$ cat src/rtl/gc_mss_if.sv
// APB bus between the MSS master port and the fabric slave.
interface gc_mss_if;
  logic        MSSPSEL;
  logic        MSSPENABLE;
  logic        MSSPWRITE;
  logic [19:0] MSSPADDR;
  logic [31:0] MSSPWDATA;
  logic        MSSPREADY;
  logic        MSSPSLVERR;
  logic [31:0] MSSPRDATA;

  modport master (
    output MSSPSEL, MSSPENABLE, MSSPWRITE, MSSPADDR, MSSPWDATA,
    input  MSSPREADY, MSSPSLVERR, MSSPRDATA
  );

  modport slave (
    input  MSSPSEL, MSSPENABLE, MSSPWRITE, MSSPADDR, MSSPWDATA,
    output MSSPREADY, MSSPSLVERR, MSSPRDATA
  );
endinterface

$ cat src/rtl/gc_mss.sv
// MSS model: UART_0 byte commands become APB transfers with a status/data
// reply, UART_1 echoes bytes, and the fabric clock/reset are provided.

// 8N1 receiver; start bit re-checked at half bit, data sampled mid-bit.
module gc_mss_uart_rx #(
  parameter int CLKS_PER_BIT = 87
) (
  input  logic       clk,
  input  logic       rst,
  input  logic       rxd,
  output logic       vld,
  output logic [7:0] dat
);
  localparam int CW   = $clog2(CLKS_PER_BIT);
  localparam int HALF = CLKS_PER_BIT / 2;

  typedef enum logic [1:0] {R_IDLE, R_START, R_DATA, R_STOP} rx_st_e;

  rx_st_e        st;
  logic [1:0]    sync;
  logic [CW-1:0] cnt;
  logic [2:0]    bidx;
  logic [7:0]    sh;
  logic          s;

  assign s = sync[1];

  // Two-flop synchronizer, idles high so reset never looks like a start bit.
  always_ff @(posedge clk)
    if (rst) sync <= 2'b11;
    else     sync <= {sync[0], rxd};

  // Bit-timing FSM; a byte is only delivered when its stop bit reads 1.
  always_ff @(posedge clk)
    if (rst) begin
      st   <= R_IDLE;
      cnt  <= '0;
      bidx <= '0;
      sh   <= '0;
      vld  <= 1'b0;
      dat  <= '0;
    end else begin
      vld <= 1'b0;
      case (st)
        R_IDLE:
          if (!s) begin
            st  <= R_START;
            cnt <= '0;
          end
        R_START:
          if (cnt == CW'(HALF - 1)) begin
            cnt  <= '0;
            bidx <= '0;
            st   <= s ? R_IDLE : R_DATA;
          end else cnt <= cnt + CW'(1);
        R_DATA:
          if (cnt == CW'(CLKS_PER_BIT - 1)) begin
            cnt  <= '0;
            sh   <= {s, sh[7:1]};
            bidx <= bidx + 3'd1;
            if (bidx == 3'd7) st <= R_STOP;
          end else cnt <= cnt + CW'(1);
        R_STOP:
          if (cnt == CW'(CLKS_PER_BIT - 1)) begin
            cnt <= '0;
            st  <= R_IDLE;
            if (s) begin
              vld <= 1'b1;
              dat <= sh;
            end
          end else cnt <= cnt + CW'(1);
        default: st <= R_IDLE;
      endcase
    end
endmodule

// 8N1 transmitter; accepts a byte when vld is high and busy is low.
module gc_mss_uart_tx #(
  parameter int CLKS_PER_BIT = 87
) (
  input  logic       clk,
  input  logic       rst,
  input  logic       vld,
  input  logic [7:0] dat,
  output logic       busy,
  output logic       txd
);
  localparam int CW = $clog2(CLKS_PER_BIT);

  logic [CW-1:0] cnt;
  logic [8:0]    sh;
  logic [3:0]    nb;

  // Start bit goes out on accept; sh holds data plus stop, shifted LSB first.
  always_ff @(posedge clk)
    if (rst) begin
      busy <= 1'b0;
      txd  <= 1'b1;
      cnt  <= '0;
      sh   <= '1;
      nb   <= '0;
    end else if (!busy) begin
      if (vld) begin
        busy <= 1'b1;
        txd  <= 1'b0;
        sh   <= {1'b1, dat};
        cnt  <= '0;
        nb   <= '0;
      end
    end else if (cnt == CW'(CLKS_PER_BIT - 1)) begin
      cnt <= '0;
      if (nb == 4'd9) begin
        busy <= 1'b0;
        txd  <= 1'b1;
      end else begin
        txd <= sh[0];
        sh  <= {1'b1, sh[8:1]};
        nb  <= nb + 4'd1;
      end
    end else cnt <= cnt + CW'(1);
endmodule

module gc_mss #(
  parameter int CLKS_PER_BIT = 87,
  parameter int APB_TIMEOUT  = 255,
  parameter int RST_DELAY    = 4
) (
  input  logic     SYSCLK,
  input  logic     MSS_RESET,
  input  logic     UART_0_RXD,
  input  logic     UART_1_RXD,
  output logic     FAB_CLK,
  output logic     M2F_RESET_N,
  output logic     UART_0_TXD,
  output logic     UART_1_TXD,
  gc_mss_if.master apb
);
  localparam int NUM_CH = 2;
  localparam int TW     = $clog2(APB_TIMEOUT + 1);
  localparam int RW     = $clog2(RST_DELAY + 2);

  localparam logic [7:0] CMD_W = 8'h57;
  localparam logic [7:0] CMD_R = 8'h52;
  localparam logic [7:0] ST_K  = 8'h4B;
  localparam logic [7:0] ST_E  = 8'h45;
  localparam logic [7:0] ST_T  = 8'h54;

  typedef enum logic [2:0] {
    P_IDLE, P_ADDR, P_DATA, P_SETUP, P_ACCESS, P_RESP
  } p_st_e;

  logic [NUM_CH-1:0]      rxd, txd, rx_vld, tx_vld, tx_busy;
  logic [NUM_CH-1:0][7:0] rx_dat, tx_dat;

  assign FAB_CLK    = SYSCLK;
  assign rxd        = {UART_1_RXD, UART_0_RXD};
  assign UART_0_TXD = txd[0];
  assign UART_1_TXD = txd[1];

  // Channel 0 = command link, channel 1 = echo link.
  for (genvar c = 0; c < NUM_CH; c++) begin : g_ch
    gc_mss_uart_rx #(.CLKS_PER_BIT(CLKS_PER_BIT)) u_rx (
      .clk(SYSCLK), .rst(MSS_RESET), .rxd(rxd[c]),
      .vld(rx_vld[c]), .dat(rx_dat[c])
    );
    gc_mss_uart_tx #(.CLKS_PER_BIT(CLKS_PER_BIT)) u_tx (
      .clk(SYSCLK), .rst(MSS_RESET), .vld(tx_vld[c]), .dat(tx_dat[c]),
      .busy(tx_busy[c]), .txd(txd[c])
    );
  end

  // ---------------- fabric reset ----------------
  logic [RW-1:0] rcnt;
  logic          m2f_q;

  assign M2F_RESET_N = m2f_q;

  // Count non-reset edges; release the fabric once RST_DELAY have passed.
  always_ff @(posedge SYSCLK)
    if (MSS_RESET) begin
      rcnt  <= '0;
      m2f_q <= 1'b0;
    end else if (rcnt == RW'(RST_DELAY)) m2f_q <= 1'b1;
    else rcnt <= rcnt + RW'(1);

  // ---------------- echo channel ----------------
  logic       hold_vld;
  logic [7:0] hold_dat;

  assign tx_vld[1] = hold_vld;
  assign tx_dat[1] = hold_dat;

  // Single-byte holding buffer; arrivals while it is full are dropped.
  always_ff @(posedge SYSCLK)
    if (MSS_RESET) begin
      hold_vld <= 1'b0;
      hold_dat <= '0;
    end else if (hold_vld && !tx_busy[1]) hold_vld <= 1'b0;
    else if (rx_vld[1] && !hold_vld) begin
      hold_vld <= 1'b1;
      hold_dat <= rx_dat[1];
    end

  // ---------------- command parser / APB master ----------------
  p_st_e         pst;
  logic          is_wr;
  logic [1:0]    bcnt;
  logic [23:0]   addr_sh;
  logic [31:0]   wdata_sh;
  logic [TW-1:0] to_cnt;
  logic [39:0]   resp;
  logic [2:0]    resp_left;
  logic          p_tx_vld;
  logic [7:0]    p_tx_dat;
  logic          psel_q, pen_q, pwr_q;
  logic [19:0]   paddr_q;
  logic [31:0]   pwdata_q;

  assign tx_vld[0]      = p_tx_vld;
  assign tx_dat[0]      = p_tx_dat;
  assign apb.MSSPSEL    = psel_q;
  assign apb.MSSPENABLE = pen_q;
  assign apb.MSSPWRITE  = pwr_q;
  assign apb.MSSPADDR   = paddr_q;
  assign apb.MSSPWDATA  = pwdata_q;

  // Collect command bytes, run one APB transfer, then stream the reply.
  // Bytes arriving outside IDLE/ADDR/DATA fall through and are lost.
  always_ff @(posedge SYSCLK)
    if (MSS_RESET) begin
      pst       <= P_IDLE;
      is_wr     <= 1'b0;
      bcnt      <= '0;
      addr_sh   <= '0;
      wdata_sh  <= '0;
      to_cnt    <= '0;
      resp      <= '0;
      resp_left <= '0;
      p_tx_vld  <= 1'b0;
      p_tx_dat  <= '0;
      psel_q    <= 1'b0;
      pen_q     <= 1'b0;
      pwr_q     <= 1'b0;
      paddr_q   <= '0;
      pwdata_q  <= '0;
    end else begin
      p_tx_vld <= 1'b0;
      case (pst)
        P_IDLE:
          if (rx_vld[0]) begin
            bcnt <= '0;
            if (rx_dat[0] == CMD_W) begin
              is_wr <= 1'b1;
              pst   <= P_ADDR;
            end else if (rx_dat[0] == CMD_R) begin
              is_wr <= 1'b0;
              pst   <= P_ADDR;
            end
          end
        P_ADDR:
          if (rx_vld[0]) begin
            addr_sh <= {addr_sh[15:0], rx_dat[0]};
            if (bcnt == 2'd2) begin
              bcnt <= '0;
              if (is_wr) pst <= P_DATA;
              else begin
                // Read: launch setup straight from the last address byte.
                pst     <= P_SETUP;
                psel_q  <= 1'b1;
                pwr_q   <= 1'b0;
                paddr_q <= {addr_sh[11:0], rx_dat[0]};
              end
            end else bcnt <= bcnt + 2'd1;
          end
        P_DATA:
          if (rx_vld[0]) begin
            wdata_sh <= {wdata_sh[23:0], rx_dat[0]};
            if (bcnt == 2'd3) begin
              bcnt     <= '0;
              pst      <= P_SETUP;
              psel_q   <= 1'b1;
              pwr_q    <= 1'b1;
              paddr_q  <= addr_sh[19:0];
              pwdata_q <= {wdata_sh[23:0], rx_dat[0]};
            end else bcnt <= bcnt + 2'd1;
          end
        P_SETUP: begin
          pen_q  <= 1'b1;
          to_cnt <= '0;
          pst    <= P_ACCESS;
        end
        P_ACCESS:
          if (apb.MSSPREADY) begin
            psel_q    <= 1'b0;
            pen_q     <= 1'b0;
            resp      <= {apb.MSSPSLVERR ? ST_E : ST_K, apb.MSSPRDATA};
            resp_left <= is_wr ? 3'd1 : 3'd5;
            pst       <= P_RESP;
          end else if (to_cnt == TW'(APB_TIMEOUT - 1)) begin
            psel_q    <= 1'b0;
            pen_q     <= 1'b0;
            resp      <= {ST_T, 32'h0};
            resp_left <= is_wr ? 3'd1 : 3'd5;
            pst       <= P_RESP;
          end else to_cnt <= to_cnt + TW'(1);
        P_RESP:
          // One-cycle offer per byte; finish once the last stop bit is out.
          if (!p_tx_vld && !tx_busy[0]) begin
            if (resp_left != 3'd0) begin
              p_tx_vld  <= 1'b1;
              p_tx_dat  <= resp[39:32];
              resp      <= {resp[31:0], 8'h00};
              resp_left <= resp_left - 3'd1;
            end else pst <= P_IDLE;
          end
        default: pst <= P_IDLE;
      endcase
    end
endmodule

$ cat src/flat_wrapper.sv
// flat-port wrapper written by rule: the top's interface ports become plain ports
module gc_mss_flat 
#(
  parameter int CLKS_PER_BIT = 87,
  parameter int APB_TIMEOUT  = 255,
  parameter int RST_DELAY    = 4
)
  (SYSCLK, MSS_RESET, UART_0_RXD, UART_1_RXD, FAB_CLK, M2F_RESET_N, UART_0_TXD, UART_1_TXD, apb_MSSPSEL, apb_MSSPENABLE, apb_MSSPWRITE, apb_MSSPADDR, apb_MSSPWDATA, apb_MSSPREADY, apb_MSSPSLVERR, apb_MSSPRDATA);
  gc_mss_if apb_i ();
  input  logic SYSCLK;
  input  logic MSS_RESET;
  input  logic UART_0_RXD;
  input  logic UART_1_RXD;
  output logic FAB_CLK;
  output logic M2F_RESET_N;
  output logic UART_0_TXD;
  output logic UART_1_TXD;
  output wire logic [$bits(apb_i.MSSPSEL)-1:0] apb_MSSPSEL;
  output wire logic [$bits(apb_i.MSSPENABLE)-1:0] apb_MSSPENABLE;
  output wire logic [$bits(apb_i.MSSPWRITE)-1:0] apb_MSSPWRITE;
  output wire logic [$bits(apb_i.MSSPADDR)-1:0] apb_MSSPADDR;
  output wire logic [$bits(apb_i.MSSPWDATA)-1:0] apb_MSSPWDATA;
  input wire logic [$bits(apb_i.MSSPREADY)-1:0] apb_MSSPREADY;
  input wire logic [$bits(apb_i.MSSPSLVERR)-1:0] apb_MSSPSLVERR;
  input wire logic [$bits(apb_i.MSSPRDATA)-1:0] apb_MSSPRDATA;
  assign apb_MSSPSEL = apb_i.MSSPSEL;
  assign apb_MSSPENABLE = apb_i.MSSPENABLE;
  assign apb_MSSPWRITE = apb_i.MSSPWRITE;
  assign apb_MSSPADDR = apb_i.MSSPADDR;
  assign apb_MSSPWDATA = apb_i.MSSPWDATA;
  assign apb_i.MSSPREADY = apb_MSSPREADY;
  assign apb_i.MSSPSLVERR = apb_MSSPSLVERR;
  assign apb_i.MSSPRDATA = apb_MSSPRDATA;
  gc_mss #(.CLKS_PER_BIT(CLKS_PER_BIT), .APB_TIMEOUT(APB_TIMEOUT), .RST_DELAY(RST_DELAY)) u_core (.SYSCLK(SYSCLK), .MSS_RESET(MSS_RESET), .UART_0_RXD(UART_0_RXD), .UART_1_RXD(UART_1_RXD), .FAB_CLK(FAB_CLK), .M2F_RESET_N(M2F_RESET_N), .UART_0_TXD(UART_0_TXD), .UART_1_TXD(UART_1_TXD), .apb(apb_i));
endmodule
$ cat config.mk
export PLATFORM = sky130hd
export DESIGN_NAME = gc_mss_flat
export DESIGN_NICKNAME = d
export VERILOG_FILES = /design/src/rtl/gc_mss_if.sv /design/src/rtl/gc_mss.sv /design/src/flat_wrapper.sv
export SDC_FILE = /design/constraint.sdc
export NUM_CORES = 1
export LEC_CHECK = 0
export BUFFER_PORTS_ARGS = -buffer_cell sky130_fd_sc_hd__buf_2
export CAP_MARGIN = 20
export CORE_UTILIZATION = 40
export DETAILED_ROUTE_END_ITERATION = 8
export SKIP_LAST_GASP = 1
export SLEW_MARGIN = 20
export SYNTH_ARGS = -nofsm -noshare
export SYNTH_HDL_FRONTEND = slang
export SYNTH_HIERARCHICAL = 1
export SYNTH_SLANG_ARGS = --single-unit
export TNS_END_PERCENT = 50
$ cat constraint.sdc
create_clock -name SYSCLK -period 1.9 [get_ports SYSCLK]
set_input_delay 0.38 -clock SYSCLK [delete_from_list [all_inputs] [get_ports SYSCLK]]
set_output_delay 0.38 -clock SYSCLK [all_outputs]
set_load 0.01 [all_outputs]
Yosys cells after proc, flatten, opt, wreduce, memory -nomap -nowiden
Cells that the tools add are included.
Widths: inputs -> output; s select.
{ "word_totals": {"ff_bits": 284, "in_bits": 38, "out_inout_bits": 59, "word_cells": 292} }
{ "classes": {"n_addsub": 12, "n_eq_ne": 54, "n_mux": 124, "bitwise_logic": 7, "n_reduce_logical": 52} }
{ "op_table": {"columns": ["op", "count"], "rows": [
  ["$mux 40", 4],
  ["$mux 20", 5],
  ["$mux 7", 12],
  ["$pmux 40 s2", 1],
  ["$mux 9", 8],
  ["$mux 3", 20],
  ["$pmux 7 s3", 2],
  ["$pmux 20 s2", 1],
  ["$ne 2x2->1 const B", 19],
  ["$mux 4", 9],
  ["$mux 2", 17],
  ["$mux 1", 32],
  ["$reduce_and 3->1", 10],
  ["$add 7x1->7 const B", 4],
  ["$eq 7x7->1 const B", 4],
  ["$pmux 3 s2", 3],
  ["$pmux 3 s6", 1],
  ["$eq 8x7->1 const B", 2],
  ["$mux 8", 2],
  ["$pmux 2 s4", 2],
  ["$pmux 8 s2", 1],
  ["$reduce_and 2->1", 8],
  ["$reduce_bool 2->1", 8],
  ["$eq 3x3->1 const B", 5],
  ["other kinds (31)", 69]
]} }

Logic depth before layout (Yosys ltp)
{ "depth": {"ltp_word": 5, "depth_mapped": 8, "ltp_nobuf": 6} }

Cells and area by module
Netlist, hierarchy kept.
{ "by_module_without_submodules": {"columns": ["module", "n_inst", "cells_each", "area_each_um2", "seq_area_each_um2"], "rows": [
  ["gc_mss", 1, 880, 7343.3, 3563.4],
  ["gc_mss_uart_rx", 2, 144, 1427.6, 620.6],
  ["gc_mss_uart_tx", 2, 129, 1159.9, 420.4]
]} }

==> impl_results.md <==
* Clock Pin Slew Worst Setup and Hold Paths at 0.06 ns
* First drt pass iteration count at 4
* Post-synth EDFFs at 0
* Final wirelength at approximately 29000 um
* Max frequency at about 0.56 GHz
* DR vias at 10400
* End of the critical path: u_core/apb.MSSPENABLE$_SDFFE_PP0P_
* Max-slew violation count at 0
* # Max-Cap Violations at 0
* Critical R2R Capture: u_core/apb.MSSPENABLE$_SDFFE_PP0P_
* Starting Density at 0.408
* Die Span Y at 179 um
* Hold Path Stages at 3
* Clock skew after layout at 0.0197 ns
* Synth cell types at 77
* Drt first-iter violations at ~700
* VDD IR max at approximately 0.71 mV
* Post-synth top flop: dfxtp_1
* Worst path required time at approximately 2.5 ns
* Setup ws final at between 0.1 and 0.15 ns
* Initial antenna violation count at 0
* DRC violations left at 0
* # port buffers at 96
* Synth Warn # at 6
* PD cells at ~840 mW/mm2
* Core Util, Final at 0.488
* Largest net degree at the start of global routing at 60
* Row cnt at 64
* Relative slew slack at 0.668
* Synth top area share at 0.451
* GRT Total Usage at 0.179
* Final Hold Vio Count at 0
* FF-to-FF Start: u_core/to_cnt[0]$_SDFFE_PP0P_
* Crit. End Element: register
* Filler cells at just under 3000
* Core area at slightly above 0.03 mm2
* CTS resizes at 0
* N_diodes at 0
* Layout cells sized above 1 at 0.164
* Area growth syn-to-layout at 19.5%
* Die X at 179 um
* Die ar. at between 0.03 and 0.04 mm2
* Slowest CP cell: a211oi_4
* Layout Nets at 1607
* Crit path kind: register to register
* Synth Cell Area at 0.0125 mm2
* Vias in the first global route at approximately 9700
* GRT overflow at 0
* Worst-Margin Slew at a little under 0.5 ns
* Seq. cell area at between 0.005 and 0.006 mm2
* R2R depth at 6
* Global-route wire length before repair at around 47000 um
* Hold_sp: apb_MSSPRDATA[14]
* Post-synth top cells: 282 x dfxtp_1, 272 x nand2_1, 166 x a21oi_1, 98 x nor2_1, 78 x mux2i_1
* Synthesized area per cell at around 9 um2
* Main area contributors after synthesis: dfxtp_1 45%, nand2_1 8.2%, a21oi_1 6.6%
* Async S/R FF share, synth at 0
* Multi-input logic area at approximately 0.0063 mm2
* Mapped Cells at 1426
* Tcrit/Tclk final at 0.939
* WL/cell at roughly 15 um
* Worst Path Arrival at approximately 2.4 ns
* CTS tree: done
* Total negative slack at 0 ns
* Status: complete, no violations
* Crit path cell chain: inv_1 > ha_1 > and3_1 > a211oi_4 > o31ai_1 > a211oi_1
* Post-DP HPWL at 18400 um
* Post-synthesis sequential area ratio at 0.451
* Minimum clock period at around 1.8 ns
* Hold slack at ~0.021 ns
* # setup viols final at 0
* Clk_lat worst skew at 0.68 ns
* Worst Hold Class: input port to register
* CP max FO at 8
* Remaining antenna violation count at 0
* Post-synthesis register bit count at 282
* Total power at between 0.01 and 0.015 W
* Routability cong. at 0.785
* Critical path's largest stage delay at around 0.47 ns
* Routed vias/inst at about 5.3
* Leak pwr at about 5.4 nW
* Mapped Nets at between 1000 and 1500
* RSZ-0062 raised after global routing: no
* IO Pins at 97
* Pre-CTS setup slack at 0.164 ns
* Crit path launch: u_core/to_cnt[0]$_SDFFE_PP0P_
* Synth area leader: dfxtp_1
* Count leader, synth: dfxtp_1
* Critical Path Source Type: register
* Reg2reg setup slack at ~0.12 ns
## routing by layer
layer / vias up / share of wire / track usage
met4: 0 / 0.022 / 0.0604
met5: - / 0 / 0
met3: 42 / 0.050 / 0.0377
met2: 181 / 0.45 / 0.283
li1: 5316 / - / -
met1: 4831 / 0.48 / 0.241
## worst min-delay path by stage
stage	slack, ns	endpoint
6_report	0.02	u_core/resp[14]$_SDFFE_PP0P_
5_1_grt	0.02	u_core/resp[9]$_SDFFE_PP0P_
4_1_cts	0.004	u_core/resp[14]$_SDFFE_PP0P_
3_5_place_dp	0.39	u_core/g_ch[0].u_rx/sync[1]$_SDFF_PP1_
3_3_place_gp	0.39	u_core/g_ch[0].u_rx/sync[1]$_SDFF_PP1_
2_1_floorplan	0.39	u_core/g_ch[0].u_rx/sync[1]$_SDFF_PP1_
## power by group
part           switching, W  total (W)  leakage, nW  internal [W]
Combinational      0.000328   0.000553         2.57      0.000226
Sequential        0.0000245    0.00596         2.27       0.00594
Clock               0.00244    0.00609        0.526       0.00365
Total               0.00279     0.0126         5.37       0.00981
## repair_timing
item	4_1_cts	5_1_grt
hold buffers	31	0
setup buffers	0	0
hold endpoints to repair	31	0
## cells in the final DEF, fill, tap and decap left out, types with 8 or more instances in the layout
cell type / n
dfxtp_1: 282
nand2_1: 272
a21oi_1: 165
nor2_1: 97
buf_2: 95
mux2i_1: 78
buf_4: 47
a211oi_1: 39
clkbuf_16: 34
dlygate4sd3_1: 31
o2111ai_1: 28
ha_1: 26
inv_1: 25
nand3_1: 23
nor2b_1: 20
o221ai_1: 19
nor3_1: 18
nand3b_1: 17
o31ai_1: 17
nand2b_1: 16
o21ai_0: 16
o211ai_1: 12
o21a_1: 9
o22ai_1: 9
or3_1: 8
buf_12: 8
## flip-flops by register name, indices dropped and copies added (netlist names), 6 cells and up, named ones only
signal / flops
u_core/addr_sh: 20
u_core/apb.MSSPADDR: 20
u_core/apb.MSSPWDATA: 32
u_core/g_ch.u_rx/bidx: 6
u_core/g_ch.u_rx/cnt: 14
u_core/g_ch.u_rx/dat: 16
u_core/g_ch.u_rx/sh: 16
u_core/g_ch.u_tx/cnt: 14
u_core/g_ch.u_tx/nb: 8
u_core/g_ch.u_tx/sh: 16
u_core/hold_dat: 8
u_core/p_tx_dat: 8
u_core/resp: 40
u_core/to_cnt: 8
u_core/wdata_sh: 24
## final cells by class
type,count,area share
Inverter,27,0.00677
Clock inverter,11,0.00669
Clock buffer,48,0.0645
Tap cell,396,0.0331
Sequential cell,282,0.377
Multi-Input combinational cell,1016,0.424
Timing Repair Buffer,181,0.0874
## through the flow
step / std cells / cell area (um2)
final: 1961 / 15000
after global routing: 1961 / 15000
after CTS: 1961 / 15000
after detailed placement: 1872 / 13600
after global placement: 1872 / 13600
after floorplan: 1426 / 12500
## critical path, delay by kind of cell, from the launching register on
kind | cells | cell delay, ns
AOI/OAI and AO/OA | 3 | 0.84
adders and majority gates | 1 | 0.20
buffers and inverters | 1 | 0.06
DFF | 1 | 0.33
and+or+nand+nor | 1 | 0.25
## kinds of logic after synthesis
family / after synthesis / share of synthesized area
adder cells (fa/ha/maj): 26 / 0.0260
AND/OR/NAND/NOR: 545 / 0.217
XOR/XNOR: 2 / 0.00140
flip-flops: 282 / 0.451
multiplexers: 82 / 0.0660
AO/OA/AOI/OAI: 361 / 0.194
buffers and inverters: 128 / 0.0453
(Power assumes the default switching activity.)
